File: config.mk
export PLATFORM = sky130hd
export DESIGN_NAME = dvv_mbox_arb
export DESIGN_NICKNAME = d
export VERILOG_FILES = /design/src/rtl/dvv_mbox_arb.sv
export SDC_FILE = /design/constraint.sdc
export NUM_CORES = 1
export LEC_CHECK = 0
export CORE_MARGIN = 2
export CORE_UTILIZATION = 55
export CTS_BUF_LIST = sky130_fd_sc_hd__clkbuf_4 sky130_fd_sc_hd__clkbuf_8
export DETAILED_ROUTE_END_ITERATION = 6
export GPL_TIMING_DRIVEN = 0
export PLACE_DENSITY = 0.79
export SLEW_MARGIN = 20
export SYNTH_ARGS = -nofsm -noshare
export SYNTH_HDL_FRONTEND = slang
export SYNTH_SLANG_ARGS = --single-unit
File: constraint.sdc
create_clock -name clk -period 4.9 [get_ports clk]
set_clock_uncertainty 0.2 [all_clocks]
set_input_delay 0.49 -clock clk [delete_from_list [all_inputs] [get_ports clk]]
set_output_delay 0.49 -clock clk [all_outputs]
set_load 0.02 [all_outputs]
File: src/rtl/dvv_mbox_arb.sv
// Multi-channel mailbox: NCH per-channel FIFOs merged onto one registered valid/ready stream.
// Round-robin or fixed-priority grant; a beat pushed at edge N is visible after edge N+1.
module dvv_mbox_arb #(
   parameter int WIDTH    = 8,
   parameter int DEPTH    = 4,
   parameter int NCH      = 4,
   parameter int ARB_MODE = 0
) (
   input  logic                                clk,
   input  logic                                rst,
   input  logic [NCH*WIDTH-1:0]                in_data,
   input  logic [NCH-1:0]                      in_valid,
   output logic [NCH-1:0]                      in_ready,
   input  logic [NCH-1:0]                      ch_en,
   input  logic [NCH-1:0]                      ch_flush,
   output logic [WIDTH-1:0]                    out_data,
   output logic [$clog2(NCH)-1:0]              out_ch,
   output logic                                out_valid,
   input  logic                                out_ready,
   output logic [NCH*($clog2(DEPTH)+1)-1:0]    ch_cnt
);
   localparam int CW = $clog2(NCH);
   localparam int PW = $clog2(DEPTH);
   localparam int NW = PW + 1;
   localparam logic [NW-1:0] FULL = NW'(DEPTH);

   logic [WIDTH-1:0] mem_q [NCH][DEPTH];
   logic [WIDTH-1:0] mem_d [NCH][DEPTH];
   logic [PW-1:0]    wptr_q [NCH];
   logic [PW-1:0]    wptr_d [NCH];
   logic [PW-1:0]    rptr_q [NCH];
   logic [PW-1:0]    rptr_d [NCH];
   logic [NW-1:0]    cnt_q  [NCH];
   logic [NW-1:0]    cnt_d  [NCH];
   logic [CW-1:0]    last_q, last_d;
   logic [CW-1:0]    out_ch_q, out_ch_d;
   logic [WIDTH-1:0] out_data_q, out_data_d;
   logic             out_valid_q, out_valid_d;
   logic [NCH-1:0]   elig, push, pop;
   logic [CW-1:0]    grant;
   logic             gnt_vld, load;

   always_comb begin
      in_ready = '0;
      elig     = '0;
      push     = '0;
      ch_cnt   = '0;
      for (int i = 0; i < NCH; i++) begin
         in_ready[i]          = (cnt_q[i] != FULL);
         elig[i]              = (cnt_q[i] != '0) && ch_en[i] && !ch_flush[i];
         push[i]              = in_valid[i] && (cnt_q[i] != FULL);
         ch_cnt[i*NW +: NW]   = cnt_q[i];
      end
   end

   // Descending scan so the candidate closest to the search start is assigned last and wins.
   always_comb begin
      grant   = '0;
      gnt_vld = 1'b0;
      if (ARB_MODE == 1) begin
         for (int k = NCH - 1; k >= 0; k--) begin
            if (elig[k]) begin
               grant   = CW'(k);
               gnt_vld = 1'b1;
            end
         end
      end else begin
         for (int k = NCH; k >= 1; k--) begin
            if (elig[(int'(last_q) + k) % NCH]) begin
               grant   = CW'((int'(last_q) + k) % NCH);
               gnt_vld = 1'b1;
            end
         end
      end
   end

   always_comb begin
      load = gnt_vld && (!out_valid_q || out_ready);
      pop  = '0;
      for (int i = 0; i < NCH; i++) begin
         pop[i] = load && (grant == CW'(i));
      end
   end

   always_comb begin
      mem_d       = mem_q;
      wptr_d      = wptr_q;
      rptr_d      = rptr_q;
      cnt_d       = cnt_q;
      out_valid_d = out_valid_q;
      out_data_d  = out_data_q;
      out_ch_d    = out_ch_q;
      last_d      = last_q;
      for (int i = 0; i < NCH; i++) begin
         if (ch_flush[i]) begin
            wptr_d[i] = '0;
            rptr_d[i] = '0;
            cnt_d[i]  = '0;
         end else begin
            if (push[i]) begin
               mem_d[i][wptr_q[i]] = in_data[i*WIDTH +: WIDTH];
               wptr_d[i]           = wptr_q[i] + PW'(1);
            end
            if (pop[i]) begin
               rptr_d[i] = rptr_q[i] + PW'(1);
            end
            cnt_d[i] = cnt_q[i] + NW'(push[i]) - NW'(pop[i]);
         end
      end
      if (load) begin
         out_data_d  = mem_q[grant][rptr_q[grant]];
         out_ch_d    = grant;
         out_valid_d = 1'b1;
         last_d      = grant;
      end else if (out_ready) begin
         out_valid_d = 1'b0;
      end
   end

   // Storage needs no reset: pointers and counts alone define what is valid.
   always_ff @(posedge clk) begin
      mem_q <= mem_d;
   end

   always_ff @(posedge clk) begin
      if (rst) begin
         for (int i = 0; i < NCH; i++) begin
            wptr_q[i] <= '0;
            rptr_q[i] <= '0;
            cnt_q[i]  <= '0;
         end
         last_q      <= CW'(NCH - 1);
         out_ch_q    <= '0;
         out_data_q  <= '0;
         out_valid_q <= 1'b0;
      end else begin
         wptr_q      <= wptr_d;
         rptr_q      <= rptr_d;
         cnt_q       <= cnt_d;
         last_q      <= last_d;
         out_ch_q    <= out_ch_d;
         out_data_q  <= out_data_d;
         out_valid_q <= out_valid_d;
      end
   end

   assign out_data  = out_data_q;
   assign out_ch    = out_ch_q;
   assign out_valid = out_valid_q;
endmodule

==> reports/results.ini <==
[sta]
worst_slew_margin_rel = 0.6281
unrepaired_setup_endpoints_after_global_routing = false
fmax_mhz = 255.2
final_min_period_over_clock_period = 0.7996
timing.setup.tns_ns = 0
finalMaxSlewViolations = 0
post-route-worst-setup-slack_ns = 0.9819
setup_viol = 0
timing_worst_slew_pin_value_ns = 0.5566
count_of_final_hold_check_violations = 0
period_needed_ns = 3.918

[worst_setup_path]
crit_arrival_ns = 4.05
timing.reg2reg.worst_path_depth = 14
critPathCaptureType = flop
critPathMaxStageDelay_ns = 0.53
critical_path_required_ns = 5.03
crit_path_top_delay_cell = nor3b_1
timing.critical_path.cells = clkdlybuf4s50_1 > nand2b_1 > nor4_1 > a311o_1 > buf_4 > buf_2 > nor3b_1 > ha_1 > inv_1 > ha_1 > inv_1 > fa_1 > xor2_1 > xnor2_1 > nor2_1
cp_max_fo = 10
timing.rr.start = ch_cnt[7]$_SDFF_PP0_
regToRegEndpoint = ch_cnt[2]$_SDFF_PP0_
worst-r2r-setup-slack_ns = 1.03
worstSetupPathType = in2reg
worst_setup_path_start_kind = primary input

[synthesis]
synthDominantCellAreaShare = 0.5203
post_synth.cell_area_avg_sq_um = 14.32
yosys-top-cells-area = edfxtp_1, mux2i_1, dfxtp_1
netlist_instances = 516
synth.lib_cells_used.distinct = 43
postSynth.topFlopCell = edfxtp_1
ys_warn_count = 0
synth-async-reset-ratio = 0
synth-seq-cells = 169
netlist_area_sq_um = 7387
synth_sequential_area_ratio = 0.6314
postSynthNetCount = 591
synth_edf_count = 128
yosysTopAreaCell = edfxtp_1

[drt]
drt-initial-drc-count = 271
final_antenna_net_count = 0
drt_pre_antenna_iters = 4
route.final.wire_length_um = 15390
drt-vias-per-instance = 5.364
wire_per_inst_um = 19.31
route.vias.total = 4275
route.detailed.drc = 0

[floorplanning]
floorplan.rows = 42
core_region_area_sq_um = 13190
initial_utilization = 0.5600
die_h_um = 119.9
fp.dieArea_sq_um = 14370
dieWidth_um = 119.9
top_level_ports = 74

[final_layout]
design.final.nets = 683
drive_above_1_share = 0.09018
cell_area_after_layout_sq_um = 8771
commonest_cells_after_routing_fill_and_taps_aside = edfxtp_1, mux2i_1, clkdlybuf4s50_1
mostFrequentLayoutCell = edfxtp_1
area.sequential_sq_um = 4664
multi_input_comb_area_sq_um = 2506
fill_cells = 963
number_of_diodes = 0
synthToLayoutAreaGrowth_pct = 18.73

[run]
maxCapViolations = 0

[worst_hold_path]
min_path_cells = 1
critical_hold_path_startpoint = out_data[5]$_SDFFE_PP0P_
holdPathEnd = out_data[5]$_SDFFE_PP0P_
hold_path_class = reg2reg

[outcome]
outcome = complete, no violations

[clock_network]
postCtsHoldBufs = 0
numCtsBuffers = 17
cts_root_buf = clkbuf_8
max-clock-path-buffers = 2
insertion_delay_ns = 0.45
clk_pin_slew_ns = 0.08
cts.repair.resized = 0
cts.sinks = 169
htree_num_levels = 4
post_cts_buffers = 0
cts_tree = done

[grt]
pin_count_of_the_biggest_net_entering_global_routing = 17
wire_length_of_the_first_global_routing_pass_um = 23550
grt_antenna_before_repair = 0
grtUsageTotal = 0.2277
grt_overflow_total = 0
first_global_vias = 4537

[power_and_ir_drop]
ir_drop_v = 0.0001672
power.leakage_nw = 3.512
power.density_cell_area_nw_per_um2 = 349.0

[placed_design]
pre_cts_ws_ns = 0.5854
placement.io_buffers = 73
dpl-instance-area_sq_um = 8338
weighted_congestion_reported_at_the_end_of_routability_driven_placement = 0.8855
detailedPlacementHpwl_um = 11090

-- power breakdown --
part / internal, mW / switching (mW)
clock: 0.593 / 0.465
sequential: 1.58 / 0.0241
combinational: 0.188 / 0.211
total: 2.36 / 0.701
-- cell usage after synthesis, types with 5 or more instances --
library cell	instances
mux2i_1	117
a21o_1	8
xor2_1	6
xnor2_1	14
clkbuf_1	7
nor2b_1	5
nand2_1	20
buf_2	5
ha_1	24
and2_1	17
nor2_1	37
o22ai_1	9
edfxtp_1	128
buf_4	6
or2_2	5
a21oi_1	5
dfxtp_1	41
inv_1	24
-- worst max path at each step --
stage                              start                   end  slack [ns]
global placement             ch_flush[1]  ch_cnt[2]$_SDFF_PP0_        0.66
global route                 ch_flush[1]  ch_cnt[2]$_SDFF_PP0_        0.80
finish                       ch_flush[1]  ch_cnt[2]$_SDFF_PP0_        0.98
detailed placement           ch_flush[3]  ch_cnt[8]$_SDFF_PP0_        0.59
floorplan           ch_cnt[9]$_SDFF_PP0_  ch_cnt[2]$_SDFF_PP0_        1.49
CTS                 ch_cnt[7]$_SDFF_PP0_  ch_cnt[2]$_SDFF_PP0_        1.06
-- registers in the layout, summed over array words and instances, names as in the netlist --
signal / cells
ch_cnt: 12
rptr_q: 8
out_valid: 1
wptr_q: 8
last_q: 2
out_data: 8
mem_q: 128
out_ch: 2
-- stage by stage --
stage	hold WS [ns]	power (mW)	std cells	utilization
2_1_floorplan	0.2692	1.885	516	-
6_report	0.2572	3.061	797	0.6650
3_3_place_gp	0.2350	2.020	765	0.6321
5_1_grt	0.2866	3.172	797	0.6650
4_1_cts	0.2604	3.080	797	0.6650
3_5_place_dp	0.2415	2.033	765	0.6321
-- layout make-up --
type                       instances  area share
tap                              176     0.02511
inverter                          24     0.01027
multi-input combinational        302      0.2857
buffer                            21     0.01441
timing repair buffer              73     0.08331
sequential                       169      0.5318
clock buffer                      23     0.03253
clock inverter                     9     0.01683
-- cell families (layout without fill, tap and decap cells) --
| group | Yosys count | after routing | synth area share |
|---|---|---|---|
| AND/OR/NAND/NOR | 103 | 103 | 0.07063 |
| AO/OA/AOI/OAI | 33 | 33 | 0.03184 |
| buffers and inverters | 45 | 150 | 0.02930 |
| XOR/XNOR | 20 | 20 | 0.02371 |
| flip-flops | 169 | 169 | 0.6314 |
| adder cells (fa/ha/maj) | 28 | 28 | 0.05149 |
| multiplexers | 118 | 118 | 0.1616 |
-- layer usage --
| metal | up-vias | share of wire | GRT usage |
|---|---|---|---|
| met5 | - | 0 | 0 |
| met4 | 0 | 0.026 | 0.09632 |
| met3 | 25 | 0.044 | 0.05751 |
| met2 | 119 | 0.50 | 0.3896 |
| met1 | 2078 | 0.43 | 0.2745 |
| li1 | 2053 | - | - |
-- critical path, delay by kind of cell --
family	cells	cell delay, ns
AO/OA/AOI/OAI	1	0.17
adder cells (fa/ha/maj)	3	0.84
XOR/XNOR	2	0.31
buffers and inverters	5	1.13
AND/OR/NAND/NOR	4	1.10
No activity file was read; power rests on OpenSTA's default activity.
